==> config.mk <==
export PLATFORM = sky130hd
export DESIGN_NAME = csa_tree_pipe
export DESIGN_NICKNAME = d
export VERILOG_FILES = /design/src/rtl/vmul_csa_pkg.sv /design/src/rtl/csa_row.sv /design/src/rtl/csa_tree_pipe.sv
export SDC_FILE = /design/constraint.sdc
export NUM_CORES = 2
export LEC_CHECK = 0
export CORE_ASPECT_RATIO = 2
export CORE_MARGIN = 2
export CORE_UTILIZATION = 30
export DETAILED_ROUTE_END_ITERATION = 10
export DONT_BUFFER_PORTS = 1
export PLACE_DENSITY = 0.4
export SLEW_MARGIN = 0
export SYNTH_ARGS = -nofsm -noshare
export SYNTH_HDL_FRONTEND = slang
export SYNTH_SLANG_ARGS = --single-unit
==> constraint.sdc <==
create_clock -name clk -period 7 [get_ports clk]
set_input_delay 0.7 -clock clk [delete_from_list [all_inputs] [get_ports clk]]
set_output_delay 0.7 -clock clk [all_outputs]
set_load 0.02 [all_outputs]
==> src/rtl/vmul_csa_pkg.sv <==
`default_nettype none
// ============================================================================
// Module      : vmul_csa_pkg
// Description : Shared helpers for the carry-save reduction tree: level
//               count, per-level vector count and pipeline rank placement.
// Revision    : 1.0 - initial release
// ============================================================================
package vmul_csa_pkg;

  localparam int CSA_MAX_LEVELS = 16;

  // Vector count after one level of 3:2 rows; leftovers pass straight through.
  function automatic int csa_next_width(input int n);
    return 2 * (n / 3) + (n % 3);
  endfunction

  // Number of CSA levels needed to reduce n vectors down to two.
  function automatic int csa_level_count(input int n);
    int w;
    int lvl;
    w   = n;
    lvl = 0;
    for (int i = 0; i < CSA_MAX_LEVELS; i++) begin
      if (w > 2) begin
        w   = csa_next_width(w);
        lvl = lvl + 1;
      end
    end
    return lvl;
  endfunction

  // Number of vectors present at the output of level lvl (level 0 = operands).
  function automatic int csa_width_at_level(input int n, input int lvl);
    int w;
    w = n;
    for (int i = 0; i < CSA_MAX_LEVELS; i++) begin
      if (i < lvl) begin
        w = csa_next_width(w);
      end
    end
    return w;
  endfunction

  // CSA level after which intermediate rank r (1 .. stages-1) is placed.
  function automatic int rank_level(input int r, input int levels, input int stages);
    return (r * levels) / stages;
  endfunction

  // Zero-based rank index registered at level lvl, or -1 if that level is
  // purely combinational.
  function automatic int rank_for_level(input int lvl, input int levels, input int stages);
    int k;
    k = -1;
    for (int r = 1; r <= CSA_MAX_LEVELS + 1; r++) begin
      if (r < stages && rank_level(r, levels, stages) == lvl) begin
        k = r - 1;
      end
    end
    return k;
  endfunction

endpackage
`default_nettype wire

==> src/rtl/csa_row.sv <==
`default_nettype none
// ============================================================================
// Module      : csa_row
// Description : One WORDLEN-wide 3:2 compressor row built from a bitwise
//               full-adder array. The carry vector is pre-shifted left by one
//               with its MSB dropped (modulo 2^WORDLEN arithmetic).
// Revision    : 1.0 - initial release
// ============================================================================
module csa_row
  import vmul_csa_pkg::*;
#(
  parameter int WORDLEN = 32
) (
  input  logic [WORDLEN-1:0] a_i,
  input  logic [WORDLEN-1:0] b_i,
  input  logic [WORDLEN-1:0] c_i,
  output logic [WORDLEN-1:0] sum_o,
  output logic [WORDLEN-1:0] carry_o
);

  assign carry_o[0] = 1'b0;

  for (genvar b = 0; b < WORDLEN; b++) begin : g_fa
    assign sum_o[b] = a_i[b] ^ b_i[b] ^ c_i[b];
    // The top bit's carry would land at weight 2^WORDLEN and is discarded.
    if (b < WORDLEN - 1) begin : g_cy
      assign carry_o[b+1] = (a_i[b] & b_i[b]) | (a_i[b] & c_i[b]) | (b_i[b] & c_i[b]);
    end
  end

endmodule
`default_nettype wire

==> src/rtl/csa_tree_pipe.sv <==
`default_nettype none
// ============================================================================
// Module      : csa_tree_pipe
// Description : Pipelined N-operand carry-save reduction tree with final
//               carry-propagate add, per-operand mask, sideband tag and
//               valid/ready flow control with bubble collapsing.
// Revision    : 1.0 - initial release
// ============================================================================
module csa_tree_pipe
  import vmul_csa_pkg::*;
#(
  parameter int WORDLEN     = 32,
  parameter int NUM_IN      = 18,
  parameter int PIPE_STAGES = 2,
  parameter int TAG_W       = 8
) (
  input  logic                      clk,
  input  logic                      rst_n,
  input  logic                      in_valid,
  output logic                      in_ready,
  input  logic [NUM_IN*WORDLEN-1:0] in_data,
  input  logic [NUM_IN-1:0]         in_mask,
  input  logic [TAG_W-1:0]          in_tag,
  output logic                      out_valid,
  input  logic                      out_ready,
  output logic [WORDLEN-1:0]        out_sum,
  output logic [TAG_W-1:0]          out_tag
);

  localparam int c_levels = csa_level_count(NUM_IN);
  localparam int c_last   = PIPE_STAGES - 1;

  // comb_v[l] : vectors produced by level l (level 0 = masked operands)
  // src_v[l]  : what level l+1 consumes - comb_v[l] or a rank register
  logic [WORDLEN-1:0] comb_v [0:c_levels][0:NUM_IN-1];
  logic [WORDLEN-1:0] src_v  [0:c_levels][0:NUM_IN-1];

  logic [PIPE_STAGES-1:0] vld_q;
  logic [PIPE_STAGES-1:0] vld_d;
  logic [PIPE_STAGES-1:0] adv;
  logic [TAG_W-1:0]       tag_q [0:PIPE_STAGES-1];
  logic [TAG_W-1:0]       tag_d [0:PIPE_STAGES-1];
  logic [WORDLEN-1:0]     sum_q;
  logic [WORDLEN-1:0]     sum_d;
  logic [WORDLEN-1:0]     cpa_sum;
  logic                   in_fire;

  // ---------------------------------------------------------------------
  // Flow control: a rank advances when empty or when its successor does.
  // ---------------------------------------------------------------------
  assign adv[c_last] = !vld_q[c_last] | out_ready;

  for (genvar k = 0; k < c_last; k++) begin : g_adv
    assign adv[k] = !vld_q[k] | adv[k+1];
  end

  assign in_ready = adv[0];
  assign in_fire  = in_valid & adv[0];

  // ---------------------------------------------------------------------
  // Level 0: masked operands.
  // ---------------------------------------------------------------------
  for (genvar i = 0; i < NUM_IN; i++) begin : g_mask
    assign comb_v[0][i] = in_mask[i] ? in_data[i*WORDLEN +: WORDLEN] : '0;
  end

  // ---------------------------------------------------------------------
  // CSA levels 1..L: groups of three go through a row, leftovers pass.
  // ---------------------------------------------------------------------
  for (genvar l = 1; l <= c_levels; l++) begin : g_lvl
    localparam int c_np = csa_width_at_level(NUM_IN, l - 1);
    localparam int c_nr = c_np / 3;
    localparam int c_nl = c_np % 3;
    localparam int c_nw = csa_width_at_level(NUM_IN, l);

    for (genvar j = 0; j < c_nr; j++) begin : g_row
      csa_row #(
        .WORDLEN (WORDLEN)
      ) u_row (
        .a_i     (src_v[l-1][3*j]),
        .b_i     (src_v[l-1][3*j+1]),
        .c_i     (src_v[l-1][3*j+2]),
        .sum_o   (comb_v[l][2*j]),
        .carry_o (comb_v[l][2*j+1])
      );
    end

    for (genvar j = 0; j < c_nl; j++) begin : g_pass
      assign comb_v[l][2*c_nr+j] = src_v[l-1][3*c_nr+j];
    end

    for (genvar j = c_nw; j < NUM_IN; j++) begin : g_zero
      assign comb_v[l][j] = '0;
    end
  end

  // ---------------------------------------------------------------------
  // Rank placement: a level either feeds the next one directly or through
  // the data register of the rank that sits after it.
  // ---------------------------------------------------------------------
  for (genvar l = 0; l <= c_levels; l++) begin : g_src
    localparam int c_rk = rank_for_level(l, c_levels, PIPE_STAGES);
    localparam int c_nw = csa_width_at_level(NUM_IN, l);

    if (c_rk < 0) begin : g_wire
      for (genvar j = 0; j < NUM_IN; j++) begin : g_bit
        assign src_v[l][j] = comb_v[l][j];
      end
    end else begin : g_reg
      logic [WORDLEN-1:0] data_q [0:c_nw-1];

      // Intermediate rank data: load on advance, hold otherwise.
      always_ff @(posedge clk) begin
        if (!rst_n) begin
          for (int j = 0; j < c_nw; j++) data_q[j] <= '0;
        end else if (adv[c_rk]) begin
          for (int j = 0; j < c_nw; j++) data_q[j] <= comb_v[l][j];
        end
      end

      for (genvar j = 0; j < NUM_IN; j++) begin : g_bit
        if (j < c_nw) begin : g_live
          assign src_v[l][j] = data_q[j];
        end else begin : g_dead
          assign src_v[l][j] = comb_v[l][j];
        end
      end
    end
  end

  // Final carry-propagate add of the two surviving vectors.
  assign cpa_sum = src_v[c_levels][0] + src_v[c_levels][1];

  // Next state for every rank's valid/tag and the output sum register.
  always_comb begin
    vld_d = vld_q;
    tag_d = tag_q;
    sum_d = sum_q;
    if (adv[0]) begin
      vld_d[0] = in_fire;
      tag_d[0] = in_tag;
    end
    for (int k = 1; k < PIPE_STAGES; k++) begin
      if (adv[k]) begin
        vld_d[k] = vld_q[k-1];
        tag_d[k] = tag_q[k-1];
      end
    end
    if (adv[c_last]) begin
      sum_d = cpa_sum;
    end
  end

  // Valid, tag and result registers.
  always_ff @(posedge clk) begin
    if (!rst_n) begin
      vld_q <= '0;
      sum_q <= '0;
      for (int k = 0; k < PIPE_STAGES; k++) tag_q[k] <= '0;
    end else begin
      vld_q <= vld_d;
      sum_q <= sum_d;
      for (int k = 0; k < PIPE_STAGES; k++) tag_q[k] <= tag_d[k];
    end
  end

  assign out_valid = vld_q[c_last];
  assign out_sum   = sum_q;
  assign out_tag   = tag_q[c_last];

endmodule
`default_nettype wire

==> reports/results.txt <==
final-report hold violation count -> 0
status -> complete, no violations
commonest non-fill, non-tap cell in the layout -> fa_1
hold_ws -> 0.253 ns
pwr dens -> 405 nW/um^2
share of flip-flops with an asynchronous set or reset -> 0%
# resized after CTS -> 0
Top Layer Used -> met4
TritonCTS clock tree -> built
1st-pass router iterations -> 5
Worst Hold Launch -> in_valid
Crit Path Max Fanout -> 6
Netlist cell types -> 59
Synth top area share -> 39.1%
leakage power -> 12.1 nW
critical path's slowest cell -> fa_1
count of buffers from port buffering -> 0
Mapped Cells -> 2259
Synth Flop Type -> edfxtp_1
HPWL Detailed -> 78.1 mm
Fmax -> 0.226 GHz
final number of setup-violating endpoints -> 0
DRT iter0 DRCs -> 874
CTS HTree Levels -> 1
commonest cells after routing, fill and taps aside -> fa_1, and2_1, inv_1
reg2reg end -> out_sum[30]
total track usage -> 22.0%
Placeable Area -> 81500 um^2
DRC -> 0
Worst EP arrival -> 4.88 ns
DR WL met3 -> 5.52 mm
EDFF count, synth -> 187
final core occ -> 32.5%
Post-Synthesis Net Count -> 3385
top cell type by total area after synthesis -> fa_1
R2R setup slack -> 2.57 ns
Synth Register Bits -> 237
Syn Area/Cell -> 10.9 um^2
gr ovfl total -> 0
CTS clk-pin slew, worst paths -> 0.07 ns
multi-input logic area -> 16500 um^2
Starting Density -> 30.3%
sequential share of the synthesized area -> 26.8%
measured slew at the worst slew-check pin -> 0.986 ns
Die X -> 207 um
Clock Sink Count -> 237
synthesized cell area -> 24700 um^2
Worst Skew -> 0.0233 ns
Slew Limit Fails -> 0
synth-to-layout area growth -> 7.22%
CP Cell Sequence -> fa_1 > inv_1 > fa_1 > inv_1 > fa_1 > inv_1 > fa_1 > nor2b_1 > o2111ai_1 > a31oi_2 > a31oi_1 > o31ai_1 > xnor2_1 > o21ai_1
Worst path depth -> 14
CP Launch Type -> register
DR WL met2 -> 53.1 mm
yosys warns -> 0
most frequent CP cell -> fa_1
CP required -> 7.45 ns
Period minus WS final -> 4.43 ns
DIE HEIGHT -> 410 um
Setup WS post-layout -> 2.57 ns
Crit path max-delay family -> adder cells
largest cells by area after synthesis -> fa_1, edfxtp_1, and2_1
fraction of layout cells with a size suffix above 1 -> 2.78%
dpl cells -> 3193
gpl congestion -> 0.850
Post-CTS Hold Buffers -> 0
R2R cell count -> 14
DR vias -> 15813
Max Root-Sink Buffers -> 3
initial antenna violation count -> 24
relative slew slack -> 34.2%
Worst-Skew Late Latency -> 0.58 ns
max-cap check violation count -> 0
Num CTS Buffers -> 26
first-pass GRT wire length -> 130 mm
Setup WS pre-CTS -> 2.53 ns
hold crit path type -> primary input to register
Hold Path End -> vld_q[0]
critical path type -> register to register
CP max stage delay -> 0.54 ns
Setup crit end kind -> register
final setup TNS -> 0 ns
Via density -> 4.86
CP Buf/Inv Count -> 3
Worst R2R Start -> g_src[3].g_reg.data_q[5][3]
non-filler cells, final -> 3257
# rows -> 148
DR WL/cell -> 28.7 um
design area -> 26500 um^2
buffer count from post-CTS setup fixing -> 0
Area after DPL -> 25600 um^2
sequential cell area -> 6620 um^2
vias in the first global route -> 18805
VDD IR-drop max -> 207 uV
fin crit share -> 63.3%
Power, Total -> 10.7 mW
pin count of the biggest net entering global routing -> 221
nets -> 3297
# fillers -> 8365
CTS root buf -> clkbuf_16
Die ar. -> 84800 um^2
Routed Antenna Nets -> 0
boundary pin count -> 648
hold path cells -> 1
WL final -> 93.6 mm
Met1 Routed Length -> 29.7 mm
RSZ-0062 raised after global routing -> false
## where the power goes
group	total, mW	switching, mW	internal, mW
combinational	6.96	4.13	2.84
sequential	2.32	0.372	1.95
clock	1.45	0.608	0.839
total	10.7	5.11	5.63
## logic make-up (layout without fill, tap and decap cells)
group,Yosys count,count (layout),share of synthesized area (%)
flip-flops,237,237,26.8
adder cells (fa/ha/maj),520,520,41.0
XOR/XNOR,54,54,1.91
AND/OR/NAND/NOR,897,897,19.8
buffers and inverters,401,333,6.28
AO/OA/AOI/OAI,150,150,4.17
other,0,16,0
## cell usage after synthesis (2+ instances only)
master / instances
a41oi_1: 4
and3_2: 2
o21bai_1: 3
o21ai_0: 36
a31oi_1: 4
nor2b_1: 4
inv_1: 281
buf_4: 8
xor2_1: 14
nand4_1: 4
nand2_1: 276
or3_1: 3
dfxtp_1: 50
and2_1: 389
nand2b_1: 5
nand3_1: 7
o211ai_1: 3
a21oi_1: 30
nor3_1: 3
a32o_1: 2
and4_1: 2
xnor2_1: 40
o21a_1: 7
o31ai_1: 5
o21ai_4: 2
fa_1: 483
a21boi_0: 22
and3_1: 187
ha_1: 37
and2_4: 2
o2111ai_1: 4
a31o_2: 2
o211a_1: 2
o21ai_1: 3
clkbuf_1: 109
nor2_1: 10
a21o_1: 6
edfxtp_1: 187
## final cells by class
cell class / instances / share of cell area (%)
tap: 1050 / 4.96
inverter: 281 / 4.00
timing repair buffer: 4 / 0.161
clock inverter: 11 / 0.515
antenna: 16 / 0.151
clock buffer: 37 / 2.77
multi-input combinational: 1621 / 62.5
sequential: 237 / 25.0
## how the worst max path moves through the flow
stage | startpoint | end | slack (ns)
2_1_floorplan | rst_n | g_src[3].g_reg.data_q[0][0] | 0.98
3_3_place_gp | g_src[3].g_reg.data_q[5][3] | out_sum[30] | 2.57
3_5_place_dp | g_src[3].g_reg.data_q[5][3] | out_sum[30] | 2.53
4_1_cts | g_src[3].g_reg.data_q[5][3] | out_sum[30] | 2.52
5_1_grt | g_src[3].g_reg.data_q[5][3] | out_sum[30] | 2.26
6_report | g_src[3].g_reg.data_q[5][3] | out_sum[30] | 2.57
## layer usage
layer  vias to the layer above  GRT usage (%)
li1                       6907              -
met1                      8122           21.6
met2                       661           43.1
met3                       123           3.63
met4                         0           11.0
met5                         -              0
## state kept, by name (all words and copies together) (netlist names)
register / cells
g_src.g_reg.data_q: 187
out_sum: 32
tag_q: 8
out_tag: 8
vld_q: 2
No activity file was read; power rests on OpenSTA's default activity.
